## config.mk

```make
export PLATFORM = sky130hd
export DESIGN_NAME = buf16x4_fill_ctrl
export DESIGN_NICKNAME = d
export VERILOG_FILES = /design/src/rtl/buf16x4_fill_ctrl_pkg.sv /design/src/rtl/buf16x4_addr_gen.sv /design/src/rtl/buf16x4_fill_ctrl.sv
export SDC_FILE = /design/constraint.sdc
export NUM_CORES = 1
export LEC_CHECK = 0
export ABC_AREA = 0
export BUFFER_PORTS_ARGS = -buffer_cell sky130_fd_sc_hd__buf_2
export CAP_MARGIN = 10
export CORE_ASPECT_RATIO = 1.5
export CORE_MARGIN = 10
export CORE_UTILIZATION = 45
export CTS_CLUSTER_SIZE = 28
export DETAILED_ROUTE_END_ITERATION = 8
export PLACE_DENSITY = 0.73
export SLEW_MARGIN = 0
export SYNTH_ARGS = -nofsm -noshare
export SYNTH_HDL_FRONTEND = slang
export SYNTH_SLANG_ARGS = --single-unit
```

## constraint.sdc

```tcl
create_clock -name clk -period 3.3 [get_ports clk]
set_clock_uncertainty 0.1 [all_clocks]
set_input_delay 0.99 -clock clk [delete_from_list [all_inputs] [get_ports clk]]
set_output_delay 0.99 -clock clk [all_outputs]
set_load 0.01 [all_outputs]
```

## src/rtl/buf16x4_fill_ctrl_pkg.sv

```systemverilog
// Shared types and constants for the 16x4 line-buffer fill controller.
package buf16x4_fill_ctrl_pkg;

  typedef enum logic [2:0] {
    ST_IDLE,
    ST_FILL,
    ST_READY,
    ST_SHIFT,
    ST_REFILL,
    ST_FINISH
  } state_e;

  localparam int WORDS_PER_ROW = 4;
  localparam int BUF_ROWS      = 4;
  localparam int FILL_READS    = WORDS_PER_ROW * BUF_ROWS;

  // Buffer address layout: [8:6]=0, [5:4]=row, [3:0]=byte offset.
  localparam int BUF_ADDR_W  = 9;
  localparam int BUF_ROW_LSB = 4;
  localparam int BUF_OFS_LSB = 0;

  // Build a buffer write address from a row index and a word index.
  function automatic logic [BUF_ADDR_W-1:0] buf_addr_f(input logic [1:0] row,
                                                       input logic [1:0] word);
    logic [BUF_ADDR_W-1:0] a;
    a = '0;
    a[BUF_ROW_LSB +: 2] = row;
    a[BUF_OFS_LSB +: 4] = {word, 2'b00};
    return a;
  endfunction

endpackage

```

## src/rtl/buf16x4_addr_gen.sv

```systemverilog
// Read-address generator and write-side pipeline for the line-buffer feeder.
// Keeps a running row base (base + r*stride built by accumulation), the
// word/row issue counters, and the write address/enable delayed one cycle
// to line up with the memory read latency.
module buf16x4_addr_gen
  import buf16x4_fill_ctrl_pkg::*;
#(
  parameter int ADDR_W = 16,
  parameter int ROWS_W = 8
) (
  input  logic                  clk,
  input  logic                  rst,
  input  logic                  load,
  input  logic [ADDR_W-1:0]     base_addr,
  input  logic [ROWS_W-1:0]     row_stride,
  input  logic                  issue,
  input  logic                  refill,
  output logic [ADDR_W-1:0]     mem_addr,
  output logic                  buf_we,
  output logic [BUF_ADDR_W-1:0] buf_addr
);

  logic [ADDR_W-1:0]     row_base_q, row_base_d;
  logic [ROWS_W-1:0]     stride_q, stride_d;
  logic [1:0]            word_q, word_d;
  logic [1:0]            fill_row_q, fill_row_d;
  logic                  we_q, we_d;
  logic [BUF_ADDR_W-1:0] waddr_q, waddr_d;

  // Next-state for the accumulator, counters and delayed write controls.
  always_comb begin
    // NOTE: every variable gets a default before any branch so no latch is inferred.
    row_base_d = row_base_q;
    stride_d   = stride_q;
    word_d     = word_q;
    fill_row_d = fill_row_q;
    we_d       = issue;
    waddr_d    = issue ? buf_addr_f(refill ? 2'd3 : fill_row_q, word_q) : '0;

    if (load) begin
      row_base_d = base_addr;
      stride_d   = row_stride;
      word_d     = '0;
      fill_row_d = '0;
    end else if (issue) begin
      if (word_q == 2'(WORDS_PER_ROW - 1)) begin
        word_d     = '0;
        row_base_d = row_base_q + ADDR_W'(stride_q);
        if (!refill) begin
          fill_row_d = fill_row_q + 2'd1;
        end
      end else begin
        word_d = word_q + 2'd1;
      end
    end
  end

  // State registers; reset also kills a read in flight so it never writes.
  always_ff @(posedge clk or posedge rst) begin
    // NOTE: sequential state uses non-blocking assignments only, so every flop samples pre-edge values.
    if (rst) begin
      row_base_q <= '0;
      stride_q   <= '0;
      word_q     <= '0;
      fill_row_q <= '0;
      we_q       <= 1'b0;
      waddr_q    <= '0;
    end else begin
      row_base_q <= row_base_d;
      stride_q   <= stride_d;
      word_q     <= word_d;
      fill_row_q <= fill_row_d;
      we_q       <= we_d;
      waddr_q    <= waddr_d;
    end
  end

  // Address wraps naturally modulo 2^ADDR_W; driven to zero when idle.
  assign mem_addr = issue ? (row_base_q + ADDR_W'(word_q)) : '0;
  assign buf_we   = we_q;
  assign buf_addr = waddr_q;

endmodule

```

## src/rtl/buf16x4_fill_ctrl.sv

```systemverilog
// Upstream feeder for the 16x4 line buffer: initial 4-row fill from word
// memory, then one-row refills on each consumer next_row until the
// programmed row count is used up.
module buf16x4_fill_ctrl
  import buf16x4_fill_ctrl_pkg::*;
#(
  parameter int ADDR_W = 16,
  parameter int ROWS_W = 8
) (
  input  logic              clk,
  input  logic              rst,
  input  logic              start,
  input  logic [ADDR_W-1:0] base_addr,
  input  logic [ROWS_W-1:0] row_stride,
  input  logic [ROWS_W-1:0] num_rows,
  input  logic              next_row,
  output logic              mem_rd,
  output logic [ADDR_W-1:0] mem_addr,
  input  logic [31:0]       mem_rdata,
  output logic [31:0]       buf_wdata,
  output logic              buf_we,
  output logic [8:0]        buf_addr,
  output logic              buf_shift_up,
  output logic              buf_valid,
  output logic              done
);

  state_e            state_q, state_d;
  logic [4:0]        issue_cnt_q, issue_cnt_d;
  logic [ROWS_W-1:0] rows_fetched_q, rows_fetched_d;
  logic [ROWS_W-1:0] num_rows_q, num_rows_d;
  logic [4:0]        issue_limit;
  logic              load;
  logic              refill;

  assign issue_limit = (state_q == ST_FILL) ? 5'(FILL_READS) : 5'(WORDS_PER_ROW);
  assign refill      = (state_q == ST_REFILL);

  // Next-state and output decode; a phase ends on the cycle that carries
  // its last write with no read left to issue.
  always_comb begin
    state_d        = state_q;
    issue_cnt_d    = issue_cnt_q;
    rows_fetched_d = rows_fetched_q;
    num_rows_d     = num_rows_q;
    load           = 1'b0;
    mem_rd         = 1'b0;
    buf_shift_up   = 1'b0;
    buf_valid      = 1'b0;
    done           = 1'b0;

    case (state_q)
      ST_IDLE: begin
        if (start && (num_rows >= ROWS_W'(BUF_ROWS))) begin
          load           = 1'b1;
          num_rows_d     = num_rows;
          rows_fetched_d = '0;
          issue_cnt_d    = '0;
          state_d        = ST_FILL;
        end
      end

      ST_FILL, ST_REFILL: begin
        mem_rd = (issue_cnt_q < issue_limit);
        if (mem_rd) begin
          issue_cnt_d = issue_cnt_q + 5'd1;
        end else if (buf_we) begin
          state_d        = ST_READY;
          rows_fetched_d = (state_q == ST_FILL) ? ROWS_W'(BUF_ROWS)
                                                : rows_fetched_q + ROWS_W'(1);
        end
      end

      ST_READY: begin
        buf_valid = 1'b1;
        if (next_row) begin
          if (rows_fetched_q < num_rows_q) begin
            issue_cnt_d = '0;
            state_d     = ST_SHIFT;
          end else begin
            state_d = ST_FINISH;
          end
        end
      end

      ST_SHIFT: begin
        buf_shift_up = 1'b1;
        state_d      = ST_REFILL;
      end

      ST_FINISH: begin
        done    = 1'b1;
        state_d = ST_IDLE;
      end

      default: state_d = ST_IDLE;
    endcase
  end

  // FSM state and counters.
  always_ff @(posedge clk or posedge rst) begin
    if (rst) begin
      state_q        <= ST_IDLE;
      issue_cnt_q    <= '0;
      rows_fetched_q <= '0;
      num_rows_q     <= '0;
    end else begin
      state_q        <= state_d;
      issue_cnt_q    <= issue_cnt_d;
      rows_fetched_q <= rows_fetched_d;
      num_rows_q     <= num_rows_d;
    end
  end

  buf16x4_addr_gen #(
    .ADDR_W(ADDR_W),
    .ROWS_W(ROWS_W)
  ) u_addr_gen (
    .clk       (clk),
    .rst       (rst),
    .load      (load),
    .base_addr (base_addr),
    .row_stride(row_stride),
    .issue     (mem_rd),
    .refill    (refill),
    .mem_addr  (mem_addr),
    .buf_we    (buf_we),
    .buf_addr  (buf_addr)
  );

  // Memory data is passed straight through while writing, zero otherwise.
  assign buf_wdata = buf_we ? mem_rdata : '0;

endmodule

```

# Yosys cells after proc, flatten, opt, wreduce, memory -nomap -nowiden
# Cells that the tools add are included.
# totals
output_inout_bits	62
reg_bits	62
word_cells	82
in_bits	68
# op_classes
order_cmp	3
eq_ne	13
mux	37
n_reduce_logical	13
n_addsub	6
# ops
op	count
16-bit two-way mux	4
32-bit two-way mux	1
8-bit two-way mux	4
5-bit two-way mux	5
16-bit by 2-bit adder with 16-bit output	1
16-bit by 8-bit adder with 16-bit output	1
2-bit two-way mux	8
8-bit case mux with 2 select lines	1
3-bit two-way mux	5
5-bit case mux with 3 select lines	1
2-bit != test, second input constant	6
3-bit case mux with 4 select lines	1
8-bit by 1-bit adder with 8-bit output, second input constant	1
8-bit by 3-bit greater-or-equal comparator with 1-bit output, second input constant	1
8-bit less-than comparator	1
4-bit AND reduction	2
3-bit by 2-bit == test with 1-bit output, second input constant	2
3-bit == test, second input constant	2
1-bit two-way mux	6
6-bit two-way mux	1
2-bit nonzero test	3
5-bit by 1-bit adder with 5-bit output, second input constant	1
5-bit less-than comparator	1
5-bit AND reduction	1
10 further kinds	12

# Logic depth before layout (Yosys ltp)
# Gate-level depths: netlist of the first run.
# depth
depth_word	6
depth_mapped	12
mapped_depth_nobuf	10

# Hierarchy
# From an unflattened synthesis of the first run, not the netlist that was laid out.
# unflattened
hier_cells	433
hier_area_um2	4001.3
# by_module_without_submodules
module	cells_each	n_inst	seq_area_each_um2	area_each_um2
buf16x4_addr_gen	229	1	825.8	2174.6
buf16x4_fill_ctrl	204	1	600.6	1826.8

# Worst setup path before layout of the first run
# No wires, ideal clock.
# synth_path
path_kind	register to output
startpoint	register state_q[1]
endpoint	output port mem_addr[10]
t_required_ns	2.210
n_path_buf	3
path_stages_with_launch	11
setup_slack_ns	0.017
arrival_ns	2.193
cell_sequence	dfrtp_1 buf_2 clkbuf_1 nor2_1 nand2_1 ha_1 and4bb_1 nor3_4 nand2_1 clkbuf_1 a21oi_1
# synth_via
elab_chain_cells	5
elab_cells_between_ends	7
classes_between	order compare: 1; eq/ne: 2; mux: 3; reduce/logical: 1
# synth_lines
element	line_no	source
from (decl)	buf16x4_fill_ctrl.sv:28	state_e state_q, state_d;
from (signal assigned)	buf16x4_fill_ctrl.sv:108	state_q <= state_d;
3-bit by 1-bit == test with 1-bit output	buf16x4_fill_ctrl.sv:36, buf16x4_fill_ctrl.sv:52	
5-bit two-way mux	buf16x4_fill_ctrl.sv:36	assign issue_limit = (state_q == ST_FILL) ? 5'(FILL_READS) : 5'(WORDS_PER_ROW);
5-bit less-than comparator	buf16x4_fill_ctrl.sv:64	mem_rd = (issue_cnt_q < issue_limit);
1-bit two-way mux *	buf16x4_fill_ctrl.sv:52	case (state_q)
16-bit two-way mux *	buf16x4_addr_gen.sv:79	assign mem_addr = issue ? (row_base_q + ADDR_W'(word_q)) : '0;
to (decl)	buf16x4_fill_ctrl.sv:18	output logic [ADDR_W-1:0] mem_addr,
# Mark *: on every way between the ends. The rest lies on a longest branch, timed or not.

# Final worst setup path of the first run
# layout_path
startpoint	register u_addr_gen.word_q[0]
endpoint	output port mem_addr[12]
# layout_via
elab_chain_cells	2
# layout_lines
element	line_no	source
from (decl)	buf16x4_addr_gen.sv:25	logic [1:0] word_q, word_d;
from (signal assigned)	buf16x4_addr_gen.sv:71	word_q <= word_d;
16-bit by 2-bit adder with 16-bit output	buf16x4_addr_gen.sv:79	
16-bit two-way mux	buf16x4_addr_gen.sv:79	
# No other way between the ends.

==> results of run 1 <==
## worst max path at each step
stage,startpoint,end,cells past startpoint
3_3_place_gp,state_q[1],mem_addr[6],9
4_1_cts,u_addr_gen.word_q[0],mem_addr[12],6
2_1_floorplan,state_q[1],mem_addr[10],10
5_1_grt,u_addr_gen.word_q[0],mem_addr[12],6
3_5_place_dp,u_addr_gen.word_q[0],mem_addr[12],6
6_report,u_addr_gen.word_q[0],mem_addr[12],6
## cell type report
type / instances / area [µm²] / share of cell area, %
repair buffers: 139 / 741 / 15.1
clock inverters: 3 / 40.0 / 0.815
inverters: 11 / 41.3 / 0.841
flip-flops and latches: 57 / 1430 / 29.0
well taps: 107 / 134 / 2.73
multi-input cells: 368 / 2270 / 46.3
clock buffers: 12 / 256 / 5.22
## metal layers
| metal | track usage [%] | wire length (µm) | up-vias |
|---|---|---|---|
| met2 | 30.8 | 6110 | 91 |
| met1 | 20.2 | 4350 | 1747 |
| met5 | 0 | 0 | - |
| met4 | 6.26 | 234 | 0 |
| li1 | - | - | 1848 |
| met3 | 3.85 | 502 | 21 |
## layout by cell type, fill, tap and decap left out, types with 3 or more instances in the layout
cell type    n
o21ai_1     21
nand3_1      9
nor2_1      37
buf_4       13
dfrtp_1     57
o31ai_1      5
nand3b_1     3
nand2b_1     5
a211oi_1     5
and3_1       8
inv_1        9
a21oi_1     29
clkbuf_16    9
nor2_2       4
o21a_1       4
or3_1        8
ha_1        19
nor3b_1      3
nor3_1       8
a31oi_1      8
buf_2      124
o21bai_1     3
o21ai_0     17
a21o_1       5
o22ai_1      4
nand4_1      6
conb_1       5
and2_1      37
nand2_1     65
xor2_1      10
xnor2_1     12
## cells by family (layout without fill, tap and decap cells)
logic type / count (synthesis) / count (layout) / share of synthesized area (%)
simple gates: 209 / 209 / 28.0
compound gates: 108 / 108 / 16.8
flops: 57 / 57 / 37.4
buf+inv: 39 / 165 / 4.49
fa+ha+maj: 23 / 23 / 7.94
xor+xnor: 22 / 22 / 5.05
other cells: 1 / 5 / 0.0983
mux: 1 / 1 / 0.262
## flip-flops by register name, indices dropped and copies added (netlist names)
register               flops
u_addr_gen.row_base_q     16
num_rows_q                 8
rows_fetched_q             8
u_addr_gen.stride_q        8
issue_cnt_q                5
u_addr_gen.buf_addr        4
state_q                    3
u_addr_gen.fill_row_q      2
u_addr_gen.word_q          2
u_addr_gen.buf_we          1
## power by group
group          internal (mW)  leakage (nW)  switching, mW
combinational           1.22          1.58           1.65
sequential             0.980         0.711          0.307
clock                  0.618         0.148          0.311
total                   2.81          2.44           2.26
## through the flow
stage	hold WS [ns]	util [%]	power, mW	instance area (µm²)
after floorplan	0.347	-	3.08	3830
after global placement	0.367	54.4	3.96	4550
after detailed placement	0.369	54.4	4.05	4550
after CTS	0.377	58.0	5.01	4850
after global routing	0.413	58.7	5.48	4910
final	0.385	58.7	5.08	4910
## worst max-delay path, cell delays in order, from the launching register on
cell     delay (ns)
dfrtp_1        0.38
ha_2           0.21
fa_2           0.25
nand4_1        0.25
or3_1          0.38
a21oi_1        0.14
buf_2          0.15
## what timing repair did
action,4_1_cts,5_1_grt
setup endpoints to repair,0,15
gates resized for setup,0,12
hold buffers,0,0
setup buffers,0,2
==> reports/qor.yml, run 1 <==
run_status:
  outcome: "complete, no violations"
yosys:
  synthArstFlopShare_pct: 100
  ys_types: 51
  yosysTopAreaCellShare_pct: 37.4
  synthTopCellsByCount: "nand2_1 (66), dfrtp_1 (57), nor2_1 (41)"
  netlist_top_cells_area: "dfrtp_1 (37%), ha_1 (6.9%), nand2_1 (6.5%), and2_1 (6.1%), nor2_1 (4.0%)"
  syn-cell-area_um2: 3810
  syn_inst: 460
  yosysMostFrequentCell: "nand2_1"
  yosysWarnings: 0
  ys_seq_area_share_pct: 37.4
  synth.avg_cell_area_um2: 8.29
  synth-seq-cells: 57
  synth-edff-count: 0
  yosysTopAreaCell: "dfrtp_1"
  ys.flop_type: "dfrtp_1"
sta:
  finalWorstSetupSlack_ns: 0.114
  drv_slew: 0
  worst_slew_pin_slew_ns: 0.773
  layout_min_cycle_time_ns: 3.19
  rsz0062_at_grt: "yes"
  finalSetupTns_ns: 0
  max_freq_ghz: 0.314
  finalHoldViolations: 0
  slew_headroom_pct: 48.4
  period_share_pct: 96.5
  finalSetupViolations: 0
detailed_routing:
  initialDrtViolationCount: 137
  antenna_left: 0
  viasPerCell: 5.32
  vias: 3707
  drc_errors: 0
  wirelength_um: 11200
  drtPass1Iterations: 4
  avgRoutedWirePerCell_um: 16.1
place:
  gp_congestion: 0.852
  placement.io_buffers: 124
  place_hpwl_um: 8550
  place_inst: 680
  dp_slack_ns: 0.363
pwr:
  power.density_nw_per_um2: 1030
  peakVddDrop_mv: 0.719
  p_leak_nw: 2.44
grt:
  grt_overflow: 0
  grt_pass1_vias: 3741
  grt_pass1_wl_um: 18100
  track_usage_pct: 17.6
  grt_max_degree: 58
  antenna_found_initial: 0
worst_hold_path:
  hold_class: "reg -> reg"
  hp-start: "u_addr_gen.fill_row_q[1]"
  whs_path_depth: 1
  min_to: "u_addr_gen.fill_row_q[1]"
floorplan:
  die_w_um: 95.2
  fp.dieH_um: 133
  core_um2: 8360
  pin_count: 130
  initial_core_util_pct: 45.6
  core.rowCount: 41
  fp.dieArea_um2: 12600
worst_setup_path:
  crit_type: "reg -> out"
  reg2regPathDepth: 10
  r2r_setup_slack_ns: 0.73
  critPathArrivalTime_ns: 2.10
  start_kind: "flop"
  reg2reg_from: "state_q[1]"
  r2r-end: "u_addr_gen.row_base_q[15]"
  worstPathRequired_ns: 2.21
  crit_fanout: 7
  endpoint_kind: "output pin"
finish:
  drive_gt1_share_pct: 28.5
  area_growth_syn_to_layout_pct: 28.8
  layout.nets: 677
  diodes: 0
  final_cells: 697
  nFillCells: 774
clock_tree:
  clk_latency_ns: 0.33
  numCtsBuffers: 9
  clock_sinks: 57
  cts_tree: "done"
  cts_buffer_depth: 2
  clockRootBuffer: "clkbuf_16"
  htree_levels: 3
  path_clk_slew_ns: 0.05
run:
  max-cap-violations: 0
No activity file was read; power rests on OpenSTA's default activity.
==> run 2, diff against run 1 <==
REMOVE_ABC_BUFFERS = 1   (was not set)
==> run 2 against run 1 <==
Global-route usage is 0.20 points higher. Flip-flop and latch count unchanged. Worst setup slack got worse by 0.065 ns. Count of clock-buffer cells in the layout is 1 higher. Sequential power is essentially flat. Via count increased by 2.3%. Register-to-register slack better by 0.03 ns. Critical endpoint unchanged. Die area unchanged. Wire length grew 0.75%. Fmax fell by 2.0%.
==> reports/qor.yml, run 2 (same netlist as run 1, synthesis figures left out) <==
run_status:
  outcome: "complete, no violations"
worst_setup_path:
  endpoint: "mem_addr[12]"
  r2r-end: "u_addr_gen.row_base_q[11]"
  r2r_setup_slack_ns: 0.76  # +0.03 ns
  critPathArrivalTime_ns: 2.16  # +0.06 ns
  crit_fanout: 6  # -1
  worstPathRequired_ns: 2.21  # about the same
  crit_type: "reg -> out"
  start_kind: "flop"
  endpoint_kind: "output pin"
  reg2reg_from: "state_q[2]"
  reg2regPathDepth: 9  # -1
  crit_path_start: "u_addr_gen.word_q[0]"
pwr:
  peakVddDrop_mv: 0.713  # -0.90%
  power.density_nw_per_um2: 1040  # +0.86%
  p_leak_nw: 2.46  # +1.1%
  finalPower_mw: 5.19  # +2.1%
floorplan:
  die_w_um: 95.2  # unchanged
  core.rowCount: 41  # unchanged
  fp.dieArea_um2: 12600  # unchanged
  pin_count: 130  # unchanged
  core_um2: 8360  # unchanged
  fp.dieH_um: 133  # unchanged
  initial_core_util_pct: 45.6  # unchanged
finish:
  drive_gt1_share_pct: 29.3  # +0.87 points
  nFillCells: 776  # +0.26%
  diodes: 0  # unchanged
  layout_commonest_cell: "buf_2"
  fin_area_um2: 4970  # +1.2%
  final_cell_mix: "buf_2 (124), nand2_1 (65), dfrtp_1 (57)"
  layout.nets: 680  # +0.44%
  final_cells: 700  # +0.43%
  final_util_pct: 59.5  # +0.73 points
  largest_reg_flops: 16  # unchanged
  area_growth_syn_to_layout_pct: 30.4
  regMostFlops: "u_addr_gen.row_base_q"
place:
  placed_area_um2: 4550  # unchanged
  dp_slack_ns: 0.399  # +0.0361 ns
  place_hpwl_um: 8660  # +1.3%
  placement.io_buffers: 124  # unchanged
  gp_congestion: 0.967  # +13%
  place_inst: 680  # unchanged
clock_tree:
  htree_levels: 3  # unchanged
  cts_buffer_depth: 2  # unchanged
  clockRootBuffer: "clkbuf_16"
  cts_hold_buffers: 0  # unchanged
  clock_sinks: 57  # unchanged
  clk_latency_ns: 0.33  # about the same
  cts_tree: "done"
  path_clk_slew_ns: 0.05  # about the same
  numCtsBuffers: 9  # unchanged
sta:
  finalHoldViolations: 0  # unchanged
  rsz0062_at_grt: "yes"
  slew_headroom_pct: 34.2  # -14 points
  max_freq_ghz: 0.308  # -2.0%
  period_share_pct: 98.5  # +2.0 points
  finalSetupTns_ns: 0  # unchanged
  finalSetupViolations: 0  # unchanged
  finalWorstSetupSlack_ns: 0.0493  # -0.0652 ns
  worst_slew_pin_slew_ns: 0.986  # +0.213 ns
  whs_ns: 0.380  # -0.00467 ns
  drv_slew: 0  # unchanged
  layout_min_cycle_time_ns: 3.25  # +0.0652 ns
detailed_routing:
  drtPass1Iterations: 4  # unchanged
  drc_errors: 0  # unchanged
  antenna_left: 0  # unchanged
  avgRoutedWirePerCell_um: 16.1  # +0.32%
  vias: 3794  # +2.3%
  wirelength_um: 11300  # +0.75%
  viasPerCell: 5.42  # +1.9%
  initialDrtViolationCount: 177  # +29%
grt:
  grt_max_degree: 47  # -19%
  grt_overflow: 0  # unchanged
  antenna_found_initial: 0  # unchanged
  grt_pass1_vias: 3908  # +4.5%
  track_usage_pct: 17.8  # +0.20 points
  grt_pass1_wl_um: 18200  # +0.41%
run:
  max-cap-violations: 0  # unchanged
worst_hold_path:
  hold_class: "reg -> reg"
run 2: cell types whose count changed in the layout (fill, tap and decap cells not counted), moves of 2 or more:
cell	before	now
a21oi_1	29	25
a21oi_2	0	4
buf_4	13	15
clkbuf_8	2	4
run 2: worst min-delay path by stage:
stage / start / endpoint / depth (start not counted)
global route: u_addr_gen.fill_row_q[1] / u_addr_gen.fill_row_q[1] / 1
finish: u_addr_gen.fill_row_q[1] / u_addr_gen.fill_row_q[1] / 1
detailed placement: u_addr_gen.fill_row_q[1] / u_addr_gen.fill_row_q[1] / 1
CTS: u_addr_gen.fill_row_q[1] / u_addr_gen.fill_row_q[1] / 1
floorplan: num_rows_q[0] / num_rows_q[0] / 2
global placement: num_rows_q[0] / num_rows_q[0] / 2
run 2: timing repair:
action / 4_1_cts / 5_1_grt
endpoints found under the setup margin: 0 / 14
buffers inserted: 0 / 4
gates resized for setup: 0 / 19
run 2: where the power goes:
part	switching, mW	internal [mW]
Combinational	1.67	1.27
Sequential	0.297	0.980
Clock	0.311	0.659
Total	2.28	2.91
run 2: cell type report:
class / instances / area, µm² / area share (%)
flip-flops and latches: 57 / 1430 / 28.7
clock inverters: 2 / 35.0 / 0.705
multi-input cells: 368 / 2290 / 46.0
repair buffers: 142 / 767 / 15.4
well taps: 107 / 134 / 2.69
inverters: 11 / 43.8 / 0.881
clock buffers: 13 / 280 / 5.64
run 2: worst max-delay path: stages (launching register included):
cell and delay, ns:
dfrtp_1 0.44, ha_4 0.20, fa_2 0.42, nand4_1 0.21, buf_4 0.15, o21ai_0 0.09
a21oi_2 0.17, buf_2 0.15
run 2: routing by layer:
| metal | GRT usage (%) | vias to the layer above | share of wire, % |
|---|---|---|---|
| met3 | 6.85 | 24 | 11 |
| met2 | 30.7 | 147 | 49 |
| met1 | 18.5 | 1781 | 37 |
| li1 | - | 1842 | - |
| met5 | 0 | - | 0 |
| met4 | 7.51 | 0 | 2.5 |
